[src/rtl/pst_mem.sv]
// Memory-access stage: one data-memory transaction per instruction over req/ack.
// Formats load data and store lanes, stalls upstream while waiting, and
// aborts unacknowledged transactions with a watchdog.
//
// Ports:
//   clk, rst         rising-edge clock, async active-high reset
//   en, in_valid     accept qualifiers from hazard control / upstream
//   alu_data_res     address for loads/stores, pass-through data otherwise
//   rf_data_b        store data
//   ctl_mem_op       0 NONE,1 LW,2 LH,3 LHU,4 LB,5 LBU,6 SW,7 SH,8 SB
//   stall            high while a transaction is outstanding
//   dm_*             data-memory request interface (registered)
//   out_valid/out_data/err  one-cycle result pulse with error flag
module pst_mem #(
    parameter int unsigned DM_ADDR_BIT = 10,
    parameter int unsigned TIMEOUT     = 255
) (
    input  logic                   clk,
    input  logic                   rst,
    input  logic                   en,
    input  logic                   in_valid,
    input  logic [31:0]            alu_data_res,
    input  logic [31:0]            rf_data_b,
    input  logic [3:0]             ctl_mem_op,
    output logic                   stall,
    output logic                   dm_req,
    output logic                   dm_we,
    output logic [DM_ADDR_BIT-1:0] dm_addr,
    output logic [3:0]             dm_be,
    output logic [31:0]            dm_wdata,
    input  logic                   dm_ack,
    input  logic [31:0]            dm_rdata,
    output logic                   out_valid,
    output logic [31:0]            out_data,
    output logic                   err
);

    localparam logic [3:0] OP_LW  = 4'd1;
    localparam logic [3:0] OP_LH  = 4'd2;
    localparam logic [3:0] OP_LHU = 4'd3;
    localparam logic [3:0] OP_LB  = 4'd4;
    localparam logic [3:0] OP_LBU = 4'd5;
    localparam logic [3:0] OP_SW  = 4'd6;
    localparam logic [3:0] OP_SH  = 4'd7;
    localparam logic [3:0] OP_SB  = 4'd8;

    typedef enum logic {
        S_IDLE,
        S_WAIT
    } state_t;

    state_t                 state_q, state_d;
    logic                   dm_req_q, dm_req_d;
    logic                   dm_we_q, dm_we_d;
    logic [DM_ADDR_BIT-1:0] dm_addr_q, dm_addr_d;
    logic [3:0]             dm_be_q, dm_be_d;
    logic [31:0]            dm_wdata_q, dm_wdata_d;
    logic [3:0]             op_q, op_d;
    logic [1:0]             off_q, off_d;
    logic [31:0]            cnt_q, cnt_d;
    logic                   out_valid_q, out_valid_d;
    logic [31:0]            out_data_q, out_data_d;
    logic                   err_q, err_d;

    logic                   is_load;
    logic                   is_store;
    logic                   misal;
    logic [3:0]             st_be;
    logic [31:0]            st_wdata;
    logic [7:0]             lane_b;
    logic [15:0]            lane_h;
    logic [31:0]            ld_data;

    // Request decode from the live inputs (used only at accept).
    always_comb begin
        is_load  = 1'b0;
        is_store = 1'b0;
        misal    = 1'b0;
        st_be    = 4'b1111;
        st_wdata = 32'd0;
        case (ctl_mem_op)
            OP_LW: begin
                is_load = 1'b1;
                misal   = (alu_data_res[1:0] != 2'b00);
            end
            OP_LH, OP_LHU: begin
                is_load = 1'b1;
                misal   = alu_data_res[0];
            end
            OP_LB, OP_LBU: begin
                is_load = 1'b1;
            end
            OP_SW: begin
                is_store = 1'b1;
                misal    = (alu_data_res[1:0] != 2'b00);
                st_wdata = rf_data_b;
            end
            OP_SH: begin
                is_store = 1'b1;
                misal    = alu_data_res[0];
                st_be    = alu_data_res[1] ? 4'b1100 : 4'b0011;
                st_wdata = {2{rf_data_b[15:0]}};
            end
            OP_SB: begin
                is_store = 1'b1;
                st_be    = 4'b0001 << alu_data_res[1:0];
                st_wdata = {4{rf_data_b[7:0]}};
            end
            default: begin
                is_load  = 1'b0;
                is_store = 1'b0;
            end
        endcase
    end

    // Load lane extraction from the saved byte offset.
    always_comb begin
        lane_b = dm_rdata[7:0];
        case (off_q)
            2'd1:    lane_b = dm_rdata[15:8];
            2'd2:    lane_b = dm_rdata[23:16];
            2'd3:    lane_b = dm_rdata[31:24];
            default: lane_b = dm_rdata[7:0];
        endcase
        lane_h  = off_q[1] ? dm_rdata[31:16] : dm_rdata[15:0];
        ld_data = 32'd0;
        case (op_q)
            OP_LW:   ld_data = dm_rdata;
            OP_LH:   ld_data = {{16{lane_h[15]}}, lane_h};
            OP_LHU:  ld_data = {16'd0, lane_h};
            OP_LB:   ld_data = {{24{lane_b[7]}}, lane_b};
            OP_LBU:  ld_data = {24'd0, lane_b};
            default: ld_data = 32'd0;
        endcase
    end

    always_comb begin
        state_d     = state_q;
        dm_req_d    = dm_req_q;
        dm_we_d     = dm_we_q;
        dm_addr_d   = dm_addr_q;
        dm_be_d     = dm_be_q;
        dm_wdata_d  = dm_wdata_q;
        op_d        = op_q;
        off_d       = off_q;
        cnt_d       = cnt_q;
        out_valid_d = 1'b0;
        out_data_d  = out_data_q;
        err_d       = err_q;
        case (state_q)
            S_IDLE: begin
                if (en && in_valid) begin
                    if (!is_load && !is_store) begin
                        out_valid_d = 1'b1;
                        out_data_d  = alu_data_res;
                        err_d       = 1'b0;
                    end else if (misal) begin
                        out_valid_d = 1'b1;
                        out_data_d  = 32'd0;
                        err_d       = 1'b1;
                    end else begin
                        state_d    = S_WAIT;
                        dm_req_d   = 1'b1;
                        dm_we_d    = is_store;
                        dm_addr_d  = alu_data_res[DM_ADDR_BIT+1:2];
                        dm_be_d    = st_be;
                        dm_wdata_d = st_wdata;
                        op_d       = ctl_mem_op;
                        off_d      = alu_data_res[1:0];
                        cnt_d      = 32'd0;
                    end
                end
            end
            S_WAIT: begin
                // Ack wins over a coincident timeout.
                if (dm_ack && dm_req_q) begin
                    state_d     = S_IDLE;
                    dm_req_d    = 1'b0;
                    out_valid_d = 1'b1;
                    out_data_d  = ld_data;
                    err_d       = 1'b0;
                end else if ((TIMEOUT != 0) && (cnt_q + 32'd1 == TIMEOUT)) begin
                    state_d     = S_IDLE;
                    dm_req_d    = 1'b0;
                    out_valid_d = 1'b1;
                    out_data_d  = 32'd0;
                    err_d       = 1'b1;
                end else begin
                    cnt_d = cnt_q + 32'd1;
                end
            end
            default: state_d = S_IDLE;
        endcase
    end

    always_ff @(posedge clk or posedge rst) begin
        if (rst) begin
            state_q     <= S_IDLE;
            dm_req_q    <= 1'b0;
            dm_we_q     <= 1'b0;
            dm_addr_q   <= '0;
            dm_be_q     <= 4'd0;
            dm_wdata_q  <= 32'd0;
            op_q        <= 4'd0;
            off_q       <= 2'd0;
            cnt_q       <= 32'd0;
            out_valid_q <= 1'b0;
            out_data_q  <= 32'd0;
            err_q       <= 1'b0;
        end else begin
            state_q     <= state_d;
            dm_req_q    <= dm_req_d;
            dm_we_q     <= dm_we_d;
            dm_addr_q   <= dm_addr_d;
            dm_be_q     <= dm_be_d;
            dm_wdata_q  <= dm_wdata_d;
            op_q        <= op_d;
            off_q       <= off_d;
            cnt_q       <= cnt_d;
            out_valid_q <= out_valid_d;
            out_data_q  <= out_data_d;
            err_q       <= err_d;
        end
    end

    assign stall     = (state_q == S_WAIT);
    assign dm_req    = dm_req_q;
    assign dm_we     = dm_we_q;
    assign dm_addr   = dm_addr_q;
    assign dm_be     = dm_be_q;
    assign dm_wdata  = dm_wdata_q;
    assign out_valid = out_valid_q;
    assign out_data  = out_data_q;
    assign err       = err_q;

endmodule

[config.mk]
export PLATFORM = sky130hd
export DESIGN_NAME = pst_mem
export DESIGN_NICKNAME = d
export VERILOG_FILES = /design/src/rtl/pst_mem.sv
export SDC_FILE = /design/constraint.sdc
export NUM_CORES = 1
export LEC_CHECK = 0
export CAP_MARGIN = 10
export CORE_ASPECT_RATIO = 1.4
export CORE_MARGIN = 2
export CORE_UTILIZATION = 25
export CTS_CLUSTER_SIZE = 30
export DETAILED_ROUTE_END_ITERATION = 10
export GPL_TIMING_DRIVEN = 0
export SLEW_MARGIN = 5
export SYNTH_ARGS = -nofsm -noshare
export SYNTH_HDL_FRONTEND = slang
export SYNTH_SLANG_ARGS = --single-unit
[constraint.sdc]
create_clock -name clk -period 5.2 [get_ports clk]
set_clock_uncertainty 0.1 [all_clocks]
set_input_delay 1.04 -clock clk [delete_from_list [all_inputs] [get_ports clk]]
set_output_delay 1.04 -clock clk [all_outputs]
set_load 0.01 [all_outputs]
==> qor.csv <==
stage,metric,value,unit
synth,async_flop_share,100,%
placed_design,hpwl,20.0,mm
synth,ys_warn_count,0,
critical_path,critPathArrivalTime,4.44,ns
pwr,p_leak,3.96,nW
sta,setup_violations,0,
critical_path,crit_buf_inv,1,
clocking,post_cts_resized,0,
synth,ys_seq_area_share,41.7,%
hold_path,hold_class,reg -> reg,
floorplan,die_x,148,um
critical_path,crit_required,5.39,ns
clocking,tritoncts,yes,
finish,area_delta_synth_final,40.3,%
placed_design,port_buffers,185,
floorplan,design.die.area,30500,um^2
clocking,cts.reportedPaths.clkPinSlew,0.05,ns
critical_path,crit_family,simple AND/OR/NAND/NOR gates,
critical_path,cpPeakStageDelay,1.00,ns
synth,syn_avg_cell_area,9.82,um^2
synth,yosysMostFrequentCell,dfrtp_1,
placed_design,dp.cells,1301,
route,drt-total-wl,26.5,mm
floorplan,start_util,25.5,%
finish,final_nets,1052,
critical_path,crit_chain,nand4_2 -> nor4_1 -> nand3_1 -> mux2i_1 -> or4_4 -> nor4b_2 -> clkbuf_1 -> nor3_1 -> mux2i_1,
global_route,grt_pass1_vias,6939,
route,drt-initial-drc-count,473,
global_route,overflow,0,
sta,rsz0062_at_grt,false,
finish,fin_cells,1333,
critical_path,crit_end,cnt_q[12],
critical_path,slowest_stage,nor4_1,
critical_path,reg2reg_to,cnt_q[12],
sta,fmax,236,MHz
clocking,post_cts_buffers,0,
finish,n_antenna_cell,0,
critical_path,start_kind,register,
floorplan,ios,188,
sta,fin_crit_sh,81.6,%
sta,fin_ws,0.957,ns
critical_path,worstReg2RegStart,cnt_q[5],
synth,synthTopCellsByCount,"dfrtp_1, nand2_1, o21ai_0, clkbuf_1, a21oi_1",
pwr,vdd_drop_max,180,uV
global_route,antenna_found_initial,0,
critical_path,cp_common_cell,mux2i_1,
clocking,cts_hold_buffers,0,
global_route,track_usage,17.3,%
critical_path,end_kind,register,
finish,drive_gt1_share,13.6,%
critical_path,worstSetupPathType,reg -> reg,
clocking,clock-sinks,121,
route,wl_per_cell,19.9,um
synth,synth_edf_count,0,
sta,finalMaxSlewViolations,0,
synth,synth_seq_cells,121,
sta,worst_pin_slew,1.17,ns
route,drcViolationCount,0,
run_status,status,"finished, final reports clean",
flow_run,cap_violations,0,
synth,synth.distinct_cells,76,
route,dr.pass1.iters,4,
clocking,htree_levels,4,
global_route,grt_max_degree,63,
synth,yosys.area.top_type,dfrtp_1,
global_route,grt_pass1_wl,40.1,mm
clocking,cts_buffers,17,
route,antenna_left,0,
synth,synth_ff_type,dfrtp_1,
route,viasPerCell,5.12,
synth,synth.top_cell.area_share,41.7,%
sta,hold_viol_final,0,
sta,relSlewSlack,21.2,%
floorplan,fp.coreArea,28500,um^2
placed_design,gp_congestion,0.911,
finish,finalInstanceArea,10200,um^2
floorplan,die_h,206,um
pwr,power.density,345,nW/um^2
floorplan,num_rows,73,
synth,syn_nets,847,
critical_path,cp_max_fo,10,
sta,fin_crit,4.24,ns
critical_path,r2r_cells,9,
critical_path,worstSetupStartpoint,cnt_q[5],
critical_path,path_depth,9,
clocking,clock_latency,0.42,ns
synth,synthTopCellsByArea,"dfrtp_1, mux2_4, o21ai_0, nand2_1, mux2_2",
synth,synthCells,740,
clocking,clockRootBuffer,clkbuf_16,
synth,syn_area,7270,um^2
placed_design,place_ws,0.569,ns
placed_design,dpl-instance-area,9630,um^2
clocking,cts_buffer_depth,2,
critical_path,reg2reg_slack,0.96,ns
route,vias,6830,
report_power, final:
group          internal, mW  total (mW)  switching (mW)
clock network         0.729        1.16           0.428
registers              1.11        1.25           0.143
logic                 0.605        1.11           0.502
total                  2.45        3.52            1.07
metrics by stage:
| stage | utilization, % | total power, mW | TNS [ns] | hold slack (ns) |
|---|---|---|---|---|
| 2_1_floorplan | - | 1.82 | 0 | 0.399 |
| 3_3_place_gp | 33.6 | 2.36 | -161.87 | 0.362 |
| 5_1_grt | 35.8 | 3.70 | 0 | 0.408 |
| 3_5_place_dp | 33.8 | 2.38 | 0 | 0.369 |
| 6_report | 35.8 | 3.52 | 0 | 0.375 |
| 4_1_cts | 35.8 | 3.56 | 0 | 0.381 |
worst min path at each step:
stage	start	end	slack [ns]	depth (start not counted)
2_1_floorplan	cnt_q[20]	cnt_q[20]	0.40	1
3_3_place_gp	dm_we	dm_we	0.36	1
3_5_place_dp	dm_wdata[20]	dm_wdata[20]	0.37	2
4_1_cts	dm_wdata[20]	dm_wdata[20]	0.38	2
5_1_grt	dm_wdata[27]	dm_wdata[27]	0.41	2
6_report	dm_wdata[20]	dm_wdata[20]	0.38	2
sequential cells by signal, summed over array words and instances, names as in the netlist:
register and flops:
dm_be 4, cnt_q 32, dm_we 1, stall 1, err 1, off_q 2
dm_req 1, dm_addr 10, out_data 32, out_valid 1, op_q 4, dm_wdata 32
routing by layer:
layer	up-vias	share of wire (%)	GRT usage (%)
met2	248	53	31.3
met5	-	0	0
met4	0	4.4	9.46
met3	61	5.2	3.10
li1	3190	-	-
met1	3331	38	18.9
layout make-up:
type	instances	area (um^2)
Fill cell	2954	18300
Multi-Input combinational cell	549	3840
Sequential cell	121	3030
Timing Repair Buffer	186	1880
Clock buffer	25	475
Tap cell	375	469
Buffer	55	352
Clock inverter	7	92.6
Inverter	15	61.3
tightest hold or removal path, cell delays in order (launching register included):
cell and delay [ns]:
dfrtp_1 0.34, nand2_1 0.05, o21ai_0 0.06
placed cells by master (no fill, tap or decap), types with 4 or more instances in the layout:
cell type / count
and3_1: 8
a21o_1: 4
nand3_1: 30
nor3b_1: 7
and2_1: 5
buf_12: 4
nor2_1: 20
mux2_4: 28
a22oi_1: 25
nor3_1: 24
o22ai_1: 4
a22o_1: 9
clkbuf_1: 45
mux2_2: 30
clkbuf_16: 17
and4_1: 4
a221oi_1: 8
o21ai_0: 79
a21oi_1: 38
nand2_1: 95
nor4_1: 8
mux4_2: 8
nand3b_1: 4
clkbuf_8: 4
or3_2: 4
a32o_1: 8
dfrtp_1: 121
mux2i_1: 17
nand4_1: 13
inv_1: 14
clkdlybuf4s50_1: 185
cell families after synthesis:
logic type	after synthesis	share of synthesized area, %
AND/OR/NAND/NOR	256	18.9
AO/OA/AOI/OAI	204	17.8
flip-flops	121	41.7
multiplexers	83	15.3
buffers and inverters	70	5.61
XOR/XNOR	3	0.362
adder cells (fa/ha/maj)	3	0.482
Power figures use the tool's default switching activity.
